==> src/rtl/digit_argmax.sv <==
// digit_argmax: classifier back-end for the MNIST conv pipeline.
// Sums each signed logit channel over all beats of one image, then on the
// frame-end beat scans the sums one channel per cycle with a single shared
// comparator and reports the argmax under a valid/ready handshake.
//
// Ports:
//   clk, rst_n        clock, asynchronous active-low reset
//   conv_din          CHANNELS x N-bit signed logits, channel c at [c*N +: N]
//   conv_din_vld      beat valid
//   conv_din_end      last beat of image (qualified by conv_din_vld)
//   result_class      argmax channel index
//   result_score      signed accumulated score of the winning channel
//   result_vld        result valid, held until result_rdy
//   result_rdy        consumer ready
//   busy              high while scanning or holding a result
//   overrun           one-cycle pulse when an incoming beat is dropped
`timescale 1ns/1ps

module digit_argmax #(
   parameter int unsigned N         = 8,
   parameter int unsigned CHANNELS  = 10,
   parameter int unsigned POSITIONS = 1,
   parameter int unsigned CLASS_W   = 4,
   parameter int unsigned ACC_W     = N + $clog2(POSITIONS)
) (
   input  logic                  clk,
   input  logic                  rst_n,
   input  logic [CHANNELS*N-1:0] conv_din,
   input  logic                  conv_din_vld,
   input  logic                  conv_din_end,
   output logic [CLASS_W-1:0]    result_class,
   output logic [ACC_W-1:0]      result_score,
   output logic                  result_vld,
   input  logic                  result_rdy,
   output logic                  busy,
   output logic                  overrun
);

   // idx runs one past the last channel so the final compare lands in
   // best_* before the result registers are loaded.
   localparam int unsigned IDX_W = $clog2(CHANNELS + 1);

   typedef enum logic [1:0] {
      S_IDLE = 2'd0,
      S_SCAN = 2'd1,
      S_DONE = 2'd2
   } state_t;

   state_t                    state_q, state_d;
   logic signed [ACC_W-1:0]   acc_q [CHANNELS];
   logic signed [ACC_W-1:0]   acc_d [CHANNELS];
   logic [IDX_W-1:0]          idx_q, idx_d;
   logic signed [ACC_W-1:0]   best_val_q, best_val_d;
   logic [CLASS_W-1:0]        best_idx_q, best_idx_d;
   logic [CLASS_W-1:0]        result_class_q, result_class_d;
   logic [ACC_W-1:0]          result_score_q, result_score_d;
   logic                      result_vld_q, result_vld_d;
   logic                      busy_q, busy_d;
   logic                      overrun_q, overrun_d;

   logic signed [N-1:0]       logit [CHANNELS];
   logic signed [ACC_W-1:0]   cand_c;

   // Unpack the beat into per-channel signed logits.
   always_comb begin
      for (int unsigned c = 0; c < CHANNELS; c++) begin
         logit[c] = conv_din[c*N +: N];
      end
   end

   // Accumulator currently presented to the shared comparator.
   always_comb begin
      cand_c = '0;
      for (int unsigned c = 0; c < CHANNELS; c++) begin
         if (IDX_W'(c) == idx_q) begin
            cand_c = acc_q[c];
         end
      end
   end

   // Next-state and datapath.
   always_comb begin
      state_d        = state_q;
      idx_d          = idx_q;
      best_val_d     = best_val_q;
      best_idx_d     = best_idx_q;
      result_class_d = result_class_q;
      result_score_d = result_score_q;
      result_vld_d   = result_vld_q;
      overrun_d      = 1'b0;
      for (int unsigned c = 0; c < CHANNELS; c++) begin
         acc_d[c] = acc_q[c];
      end

      unique case (state_q)
         S_IDLE: begin
            if (conv_din_vld) begin
               for (int unsigned c = 0; c < CHANNELS; c++) begin
                  acc_d[c] = acc_q[c] + ACC_W'(logit[c]);
               end
               if (conv_din_end) begin
                  state_d = S_SCAN;
                  idx_d   = '0;
               end
            end
         end

         S_SCAN: begin
            overrun_d = conv_din_vld;
            if (idx_q == '0) begin
               best_val_d = cand_c;
               best_idx_d = '0;
            end else if (idx_q < IDX_W'(CHANNELS)) begin
               // Strictly greater: ties keep the lower index.
               if (cand_c > best_val_q) begin
                  best_val_d = cand_c;
                  best_idx_d = CLASS_W'(idx_q);
               end
            end

            if (idx_q == IDX_W'(CHANNELS)) begin
               result_class_d = best_idx_q;
               result_score_d = best_val_q;
               result_vld_d   = 1'b1;
               state_d        = S_DONE;
               for (int unsigned c = 0; c < CHANNELS; c++) begin
                  acc_d[c] = '0;
               end
            end else begin
               idx_d = idx_q + IDX_W'(1);
            end
         end

         S_DONE: begin
            overrun_d = conv_din_vld;
            if (result_vld_q && result_rdy) begin
               result_vld_d = 1'b0;
               state_d      = S_IDLE;
            end
         end

         default: begin
            state_d = S_IDLE;
         end
      endcase

      busy_d = (state_d != S_IDLE);
   end

   // State and output registers.
   always_ff @(posedge clk or negedge rst_n) begin
      if (!rst_n) begin
         state_q        <= S_IDLE;
         idx_q          <= '0;
         best_val_q     <= '0;
         best_idx_q     <= '0;
         result_class_q <= '0;
         result_score_q <= '0;
         result_vld_q   <= 1'b0;
         busy_q         <= 1'b0;
         overrun_q      <= 1'b0;
         for (int unsigned c = 0; c < CHANNELS; c++) begin
            acc_q[c] <= '0;
         end
      end else begin
         state_q        <= state_d;
         idx_q          <= idx_d;
         best_val_q     <= best_val_d;
         best_idx_q     <= best_idx_d;
         result_class_q <= result_class_d;
         result_score_q <= result_score_d;
         result_vld_q   <= result_vld_d;
         busy_q         <= busy_d;
         overrun_q      <= overrun_d;
         for (int unsigned c = 0; c < CHANNELS; c++) begin
            acc_q[c] <= acc_d[c];
         end
      end
   end

   assign result_class = result_class_q;
   assign result_score = result_score_q;
   assign result_vld   = result_vld_q;
   assign busy         = busy_q;
   assign overrun      = overrun_q;

endmodule

==> config.mk <==
export PLATFORM = sky130hd
export DESIGN_NAME = digit_argmax
export DESIGN_NICKNAME = d
export VERILOG_FILES = /design/src/rtl/digit_argmax.sv
export SDC_FILE = /design/constraint.sdc
export NUM_CORES = 1
export LEC_CHECK = 0
export CAP_MARGIN = 20
export CORE_MARGIN = 5
export CORE_UTILIZATION = 47
export CTS_CLUSTER_DIAMETER = 150
export DETAILED_ROUTE_END_ITERATION = 16
export MAX_ROUTING_LAYER = met4
export PLACE_DENSITY_LB_ADDON = 0.1
export SLEW_MARGIN = 10
export SYNTH_ARGS = -nofsm -noshare
export SYNTH_HDL_FRONTEND = slang
export SYNTH_SLANG_ARGS = --single-unit
==> constraint.sdc <==
create_clock -name clk -period 4.34 [get_ports clk]
set_clock_uncertainty 0.05 [all_clocks]
set_input_delay 1.085 -clock clk [delete_from_list [all_inputs] [get_ports clk]]
set_output_delay 1.085 -clock clk [all_outputs]
set_load 0.03 [all_outputs]
==> reports/qor.yml, run 1 <==
i_o_pin_count: 100
fillers: 1595
clock_tree.buffer_depth: 2
synth_edf_count: 0
synth.top_cells.by_area: "dfrtp_1 35%, ha_1 13%, a21oi_1 5.4%, xnor2_1 5.3%, a22o_1 4.9%"
numPlacedInstances: 1194
grt_overflow: 0
gp_congestion: 0.906
ant_nets_after_route: 0
ctsHtreeMaxLevel: 4
hpwl_mm: 15.5
highest_clock_frequency_the_design_can_meet_ghz: 0.254
layout-area-overhead-vs-synth_pct: 21.8
synth_xor_area_share_pct: 6.42
postSynth.asyncResetShare_pct: 100
power.density_nw_per_um2: 705
synthCells: 899
cts-buffers-inserted: 17
cts_resized: 0
tritoncts: "yes"
post_drt_via_cell_ratio: 5.47
global_route.usage.total_pct: 21.7
postSynthRegisterBits: 113
setup_total_negative_slack_ps: 0
critical_path_buf_inv_count: 2
synth_top_family_by_area: "compound AO/OA/AOI/OAI gates"
synth_top_cells_by_count: "113 x dfrtp_1, 88 x a21oi_1, 86 x ha_1"
holdBufCountCts: 0
drive_above_1_share_pct: 6.60
category_of_the_critical_setup_timing_path: "reg2reg"
grt_first_pass_wirelength_mm: 33.9
layout.core_utilization_pct: 58.1
die_area_um2: 20200
die_w_um: 142
synthMostInstantiatedCell: "dfrtp_1"
standard_cell_with_the_maximum_stage_delay_on_the_critical_path: "nor3_4"
placement.io_buffers: 99
critical-path-top-cell-by-count: "a21oi_1"
globalRouteMet3Util_pct: 4.13
dp_worst_setup_slack_ps: 447
critPathLaunchType: "flip-flop"
insertion_delay_ps: 410
worst_path_dominant_cell_family: "compound AO/OA/AOI/OAI gates"
grtUsageMet2_pct: 32.1
min-delay-path-class: "reg2reg"
numClockSinks: 113
grt_busiest_layer: "met2"
sequential_share_of_the_synthesized_area_pct: 34.5
final_min_period_over_clock_period_pct: 90.6
cap_violations: 0
hold_ws_ps: 427
worst-endpoint-arrival_ps: 4180
antenna_found_initial: 0
seqCellArea_um2: 2830
multiplexer_fraction_of_the_synthesized_cell_area_pct: 1.62
grt_start_max_net_pins: 67
layout.nets: 1169
endpoint_kind: "flip-flop"
postLayoutSetupSlackWorst_ps: 406
post-synth-top-area-fraction_pct: 34.5
ir_worst_vdd_mv: 0.304
total_power_mw: 7.03
placementRows: 48
synthesis.area_um2: 8190
fin_area_um2: 9980
vias: 6702
placed_cell_area_um2: 9400
insertedDiodeCount: 0
start_util_pct: 47.7
setup_repair_after_global_routing_missed_its_margin: "no"
synth_top_cell_by_area: "dfrtp_1"
routed_wire_length_per_instance_um: 16.8
data_required_time_at_the_worst_endpoint_ps: 4590
worst_slew_pin_slew_ps: 717
synth_compound_gate_area_share_pct: 23.7
critical_path.max_fanout: 18
post_synth_num_cell_types: 52
ys_dominant_reg_cell: "dfrtp_1"
syn-mean-instance-area_um2: 9.11
report.final.slew_viol_count: 0
status: "finished, final reports clean"
post_cts_buffers: 0
clk_pin_slew_worst_paths_ps: 50
first_global_vias: 6533
yosys.area_share.adder_pct: 15.6
met1_usage_pct: 30.5
finalNonFillerCells: 1225
routed_wirelength_mm: 20.5
setup_viol_count_final: 0
multiInputGateArea_um2: 5020
total_leakage_power_nw: 4.44
finalHoldViolations: 0
ys.warnings.count: 0
drc: 0
slowest_delay_ps: 480
detail_route.iter0.violations: 410
total_iterations_of_the_first_detailed_routing_run: 5
maxSlewHeadroom_pct: 52.2
critical_path.cell_chain: "inv_1 > ha_1 > buf_4 > nor4b_4 > a2bb2oi_1 > a21oi_1 > o32ai_1 > o21ai_0 > ha_1 > a211oi_1 > a21oi_1 > a21oi_1 > nor3_4 > mux2_2"
placeableCoreArea_um2: 17200
die-height_um: 142
synth_nets: 1080
clock_tree.root_cell: "clkbuf_16"
final_period_minus_worst_setup_slack_ps: 3930
synthSimpleGateAreaFrac_pct: 13.7
path summary, 6_finish.rpt:
path,from,endpoint,slack (ps),depth (start not counted)
setup reg to reg,idx_q[1],best_val_q[4],410,14
hold / removal,result_score[1],result_score[1],430,2
max in group asynchronous,rst_n,acc_q[23],2800,2
hold reg to reg,result_score[1],result_score[1],430,2
min in group asynchronous,rst_n,overrun,660,1
setup / recovery,idx_q[1],best_val_q[4],410,14
worst reg2reg max path, stage by stage, from the launching register on:
cell and delay, ps:
dfrtp_1 470, inv_1 130, ha_1 340, buf_4 260, nor4b_4 390, a2bb2oi_1 110, a21oi_1 170, o32ai_1 110
o21ai_0 270, ha_1 260, a211oi_1 70, a21oi_1 150, a21oi_1 170, nor3_4 480, mux2_2 400
cells in the final DEF (no fill, tap or decap), types with 4 or more instances in the layout:
cell               n
o21ai_0           71
buf_4             14
clkinv_2           8
dfrtp_1          113
clkbuf_16         17
a22o_1            46
and2_1             4
mux2_2            10
o22ai_1           10
nor2b_1           16
o31ai_1           11
xor2_1            10
nand2b_1          30
xnor2_1           50
inv_1             45
clkdlybuf4s50_1   98
ha_1              86
a21o_1            13
fa_1              10
nor2_1            43
o211ai_1          12
a211oi_1           4
a21oi_1           88
a22oi_1            7
nor3_1            14
nand2_1           81
o2bb2ai_1          6
o41ai_1           10
o21bai_1          10
nand3_1           25
metal layers:
metal	part of all wire (%)	up-vias	routed length (µm)
met3	3.9	25	804
met4	1.5	0	318
met2	45	145	9200
met5	0	-	0
li1	-	3407	-
met1	50	3125	10200
logic make-up (layout without fill, tap and decap cells):
family | after synthesis | after routing
compound gates | 301 | 301
simple gates | 229 | 229
flops | 113 | 113
fa+ha+maj | 96 | 96
buf+inv | 88 | 189
xor+xnor | 60 | 60
mux | 12 | 12
where the power goes:
part | switching, mW | leakage, nW | internal, mW
sequential | 0.412 | 1.47 | 1.45
clock | 0.479 | 0.285 | 0.888
combinational | 2.06 | 2.69 | 1.74
state kept, by name (all words and copies together) (netlist names):
register,count
overrun,1
best_val_q,8
busy,1
state_q,2
idx_q,4
result_class,4
result_vld,1
result_score,8
acc_q,80
best_idx_q,4
cell type report:
| type | count | area share, % |
|---|---|---|
| Inverter | 45 | 1.69 |
| Clock inverter | 13 | 1.45 |
| Tap cell | 225 | 2.82 |
| Sequential cell | 113 | 28.3 |
| Timing Repair Buffer | 113 | 11.1 |
| Clock buffer | 18 | 4.30 |
| Multi-Input combinational cell | 698 | 50.3 |
Note: power is estimated with default switching activity, not from simulation.
==> run 2: changes to the inputs <==
--- a/config.mk
+++ b/config.mk
@@ -6,7 +6,8 @@
 export NUM_CORES = 1
 export LEC_CHECK = 0
 export CAP_MARGIN = 20
-export CORE_MARGIN = 5
+export CORE_ASPECT_RATIO = 0.5
+export CORE_MARGIN = 1.5
 export CORE_UTILIZATION = 47
 export CTS_CLUSTER_DIAMETER = 150
 export DETAILED_ROUTE_END_ITERATION = 16
==> run 2 against run 1 <==
Combinational power rose by 2%; die area fell by 9.4%; clock power grew 12%; wire length rose by 2.0%; cell count is 0.16% higher; final area rose by 0.90%; maximum frequency increased by 1.3%; sequential power barely moved; worst hold slack gained 2.2 ps; critical path depth stayed put; global-route usage rose by 3.3 points; non-clock buffer count down 1.
==> reports/qor.yml, run 2 (synthesis results as in run 1) <==
setup_total_negative_slack_ps: 0  # unchanged
hpwl_mm: 16.1  # +4.0%
final_min_period_over_clock_period_pct: 89.4  # -1.2 points
finalNonFillerCells: 1227  # +0.16%
grt_overflow: 0  # unchanged
vias: 6809  # +1.6%
maxSlewHeadroom_pct: 47.5  # -4.7 points
total_leakage_power_nw: 4.47  # +0.47%
report.final.slew_viol_count: 0  # unchanged
standard_cell_with_the_maximum_stage_delay_on_the_critical_path: "ha_1"
setup_viol_count_final: 0  # unchanged
die_area_um2: 18300  # -9.4%
numClockSinks: 113  # unchanged
registers.top_by_ff_count: "acc_q"
min-delay-path-class: "reg2reg"
grt_start_max_net_pins: 64  # -4.5%
critical-path-top-cell-by-count: "a21oi_1"
die_w_um: 190  # +34%
worst_slew_pin_slew_ps: 787  # +70.3 ps
fillers: 1455  # -8.8%
routed_wire_length_per_instance_um: 17.1  # +1.8%
detail_route.iter0.violations: 354  # -14%
first_global_vias: 6566  # +0.51%
die-height_um: 96.4  # -32%
i_o_pin_count: 100  # unchanged
slowest_delay_ps: 520  # +40 ps
clk_pin_slew_worst_paths_ps: 60  # about the same
multiInputGateArea_um2: 5020  # about the same
total_iterations_of_the_first_detailed_routing_run: 5  # unchanged
placeableCoreArea_um2: 16700  # -2.6%
post_drt_via_cell_ratio: 5.55  # +1.4%
hold_ws_ps: 429  # +2.24 ps
layout-area-overhead-vs-synth_pct: 22.9
worst-endpoint-arrival_ps: 4110  # -70 ps
grt_first_pass_wirelength_mm: 34.2  # +1.1%
status: "finished, final reports clean"
ir_worst_vdd_mv: 0.350  # +15%
largest_register_ff_count: 80  # unchanged
cts-buffers-inserted: 17  # unchanged
ctsHtreeMaxLevel: 4  # unchanged
layout.nets: 1168  # -0.086%
drc: 0  # unchanged
critPathLaunchType: "flip-flop"
placement.io_buffers: 99  # unchanged
layout.cells.most_common_list: "113 x dfrtp_1, 98 x clkdlybuf4s50_1, 88 x a21oi_1"
highest_clock_frequency_the_design_can_meet_ghz: 0.258  # +1.3%
start_util_pct: 49.0  # +1.3 points
global_route.usage.total_pct: 25.0  # +3.3 points
antenna_found_initial: 0  # unchanged
data_required_time_at_the_worst_endpoint_ps: 4570  # -20 ps
gp_congestion: 0.882  # -2.7%
ant_nets_after_route: 0  # unchanged
holdBufCountCts: 0  # unchanged
total_power_mw: 7.28  # +3.5%
drive_above_1_share_pct: 6.60  # unchanged
final_period_minus_worst_setup_slack_ps: 3880  # -51.6 ps
seqCellArea_um2: 2830  # unchanged
placementRows: 33  # -31%
clock_tree.buffer_depth: 2  # unchanged
insertion_delay_ps: 410  # about the same
tritoncts: "yes"
clock_tree.root_cell: "clkbuf_16"
cap_violations: 0  # unchanged
insertedDiodeCount: 0  # unchanged
numPlacedInstances: 1195  # +0.084%
critical_path.cell_chain: "inv_1 > ha_1 > buf_12 > o21ai_0 > o2bb2ai_1 > a21oi_1 > o21ai_0 > ha_1 > nand4_1 > nor2_1 > a21oi_1 > a21oi_1 > nor3_4 > mux2_2"
routed_wirelength_mm: 20.9  # +2.0%
power.density_nw_per_um2: 723  # +2.6%
setup_repair_after_global_routing_missed_its_margin: "no"
critical_path.max_fanout: 17  # -1
category_of_the_critical_setup_timing_path: "reg2reg"
layout_commonest_cell: "dfrtp_1"
finalHoldViolations: 0  # unchanged
endpoint_kind: "flip-flop"
run 2: changes by cell type in the layout (fill, tap and decap cells not counted), sizes merged:
cell	before	now
inv	45	47
clkinv	8	3
bufinv	3	5
clkbuf	18	19
buf	15	14
clkinvlp	2	3
run 2: power by group:
group | internal [mW] | switching (mW) | leakage, nW | total [mW]
clock | 1.02 | 0.516 | 0.304 | 1.54
combinational | 1.77 | 2.11 | 2.69 | 3.88
sequential | 1.45 | 0.406 | 1.47 | 1.86
run 2: path summary, 6_finish.rpt:
check                                 from  cells past startpoint  slack (ps)               to
setup / recovery                  idx_q[1]                     14         460    best_val_q[1]
hold / removal             result_score[4]                      2         430  result_score[4]
setup reg to reg                  idx_q[1]                     14         460    best_val_q[1]
hold reg to reg            result_score[4]                      2         430  result_score[4]
max in group asynchronous            rst_n                      2        2780        acc_q[49]
min in group asynchronous            rst_n                      1         670         acc_q[2]
run 2: layout make-up:
cell class / instances / area share [%]
clock buffer: 19 / 4.30
clock inverter: 13 / 2.08
inverter: 45 / 1.68
multi-input combinational: 698 / 49.9
sequential: 113 / 28.1
tap: 227 / 2.82
timing repair buffer: 112 / 11.2
run 2: worst max-delay path: cells and delay by family (launching register included):
kind | cells | cell delay (ps)
adder cells (fa/ha/maj) | 2 | 840
multiplexers | 1 | 390
AND/OR/NAND/NOR | 3 | 630
buffers and inverters | 2 | 360
flip-flops | 1 | 460
AO/OA/AOI/OAI | 6 | 1000
run 2: layer usage:
layer	routed length (µm)	GRT usage [%]	up-vias	share of wire [%]
met5	0	-	-	0
met4	192	5.42	0	0.92
met3	883	4.01	13	4.2
met2	9010	38.3	147	43
met1	10800	34.8	3241	52
li1	-	-	3408	-
run 2: per-stage QoR:
stage          util [%]  setup WS [ps]  cell area, µm²
6_report           60.2            458           10100
5_1_grt            60.2           71.2           10100
4_1_cts            60.2            420           10100
3_5_place_dp       56.3            462            9420
3_3_place_gp       56.3            470            9420
2_1_floorplan         -            935            8190
run 2: timing repair:
action                                  in CTS  in global routing
endpoints found under the setup margin       0                  7
gates resized for setup                      0                  1
buffers inserted                             0                  0
==> run 3: changes to the inputs <==
--- a/config.mk
+++ b/config.mk
@@ -9,7 +9,7 @@
 export CORE_ASPECT_RATIO = 0.5
 export CORE_MARGIN = 1.5
 export CORE_UTILIZATION = 47
-export CTS_CLUSTER_DIAMETER = 150
+export CTS_CLUSTER_DIAMETER = 200
 export DETAILED_ROUTE_END_ITERATION = 16
 export MAX_ROUTING_LAYER = met4
 export PLACE_DENSITY_LB_ADDON = 0.1
==> results of run 3 <==
No change in the layout: final DEF, timing and power equal those of run 2.
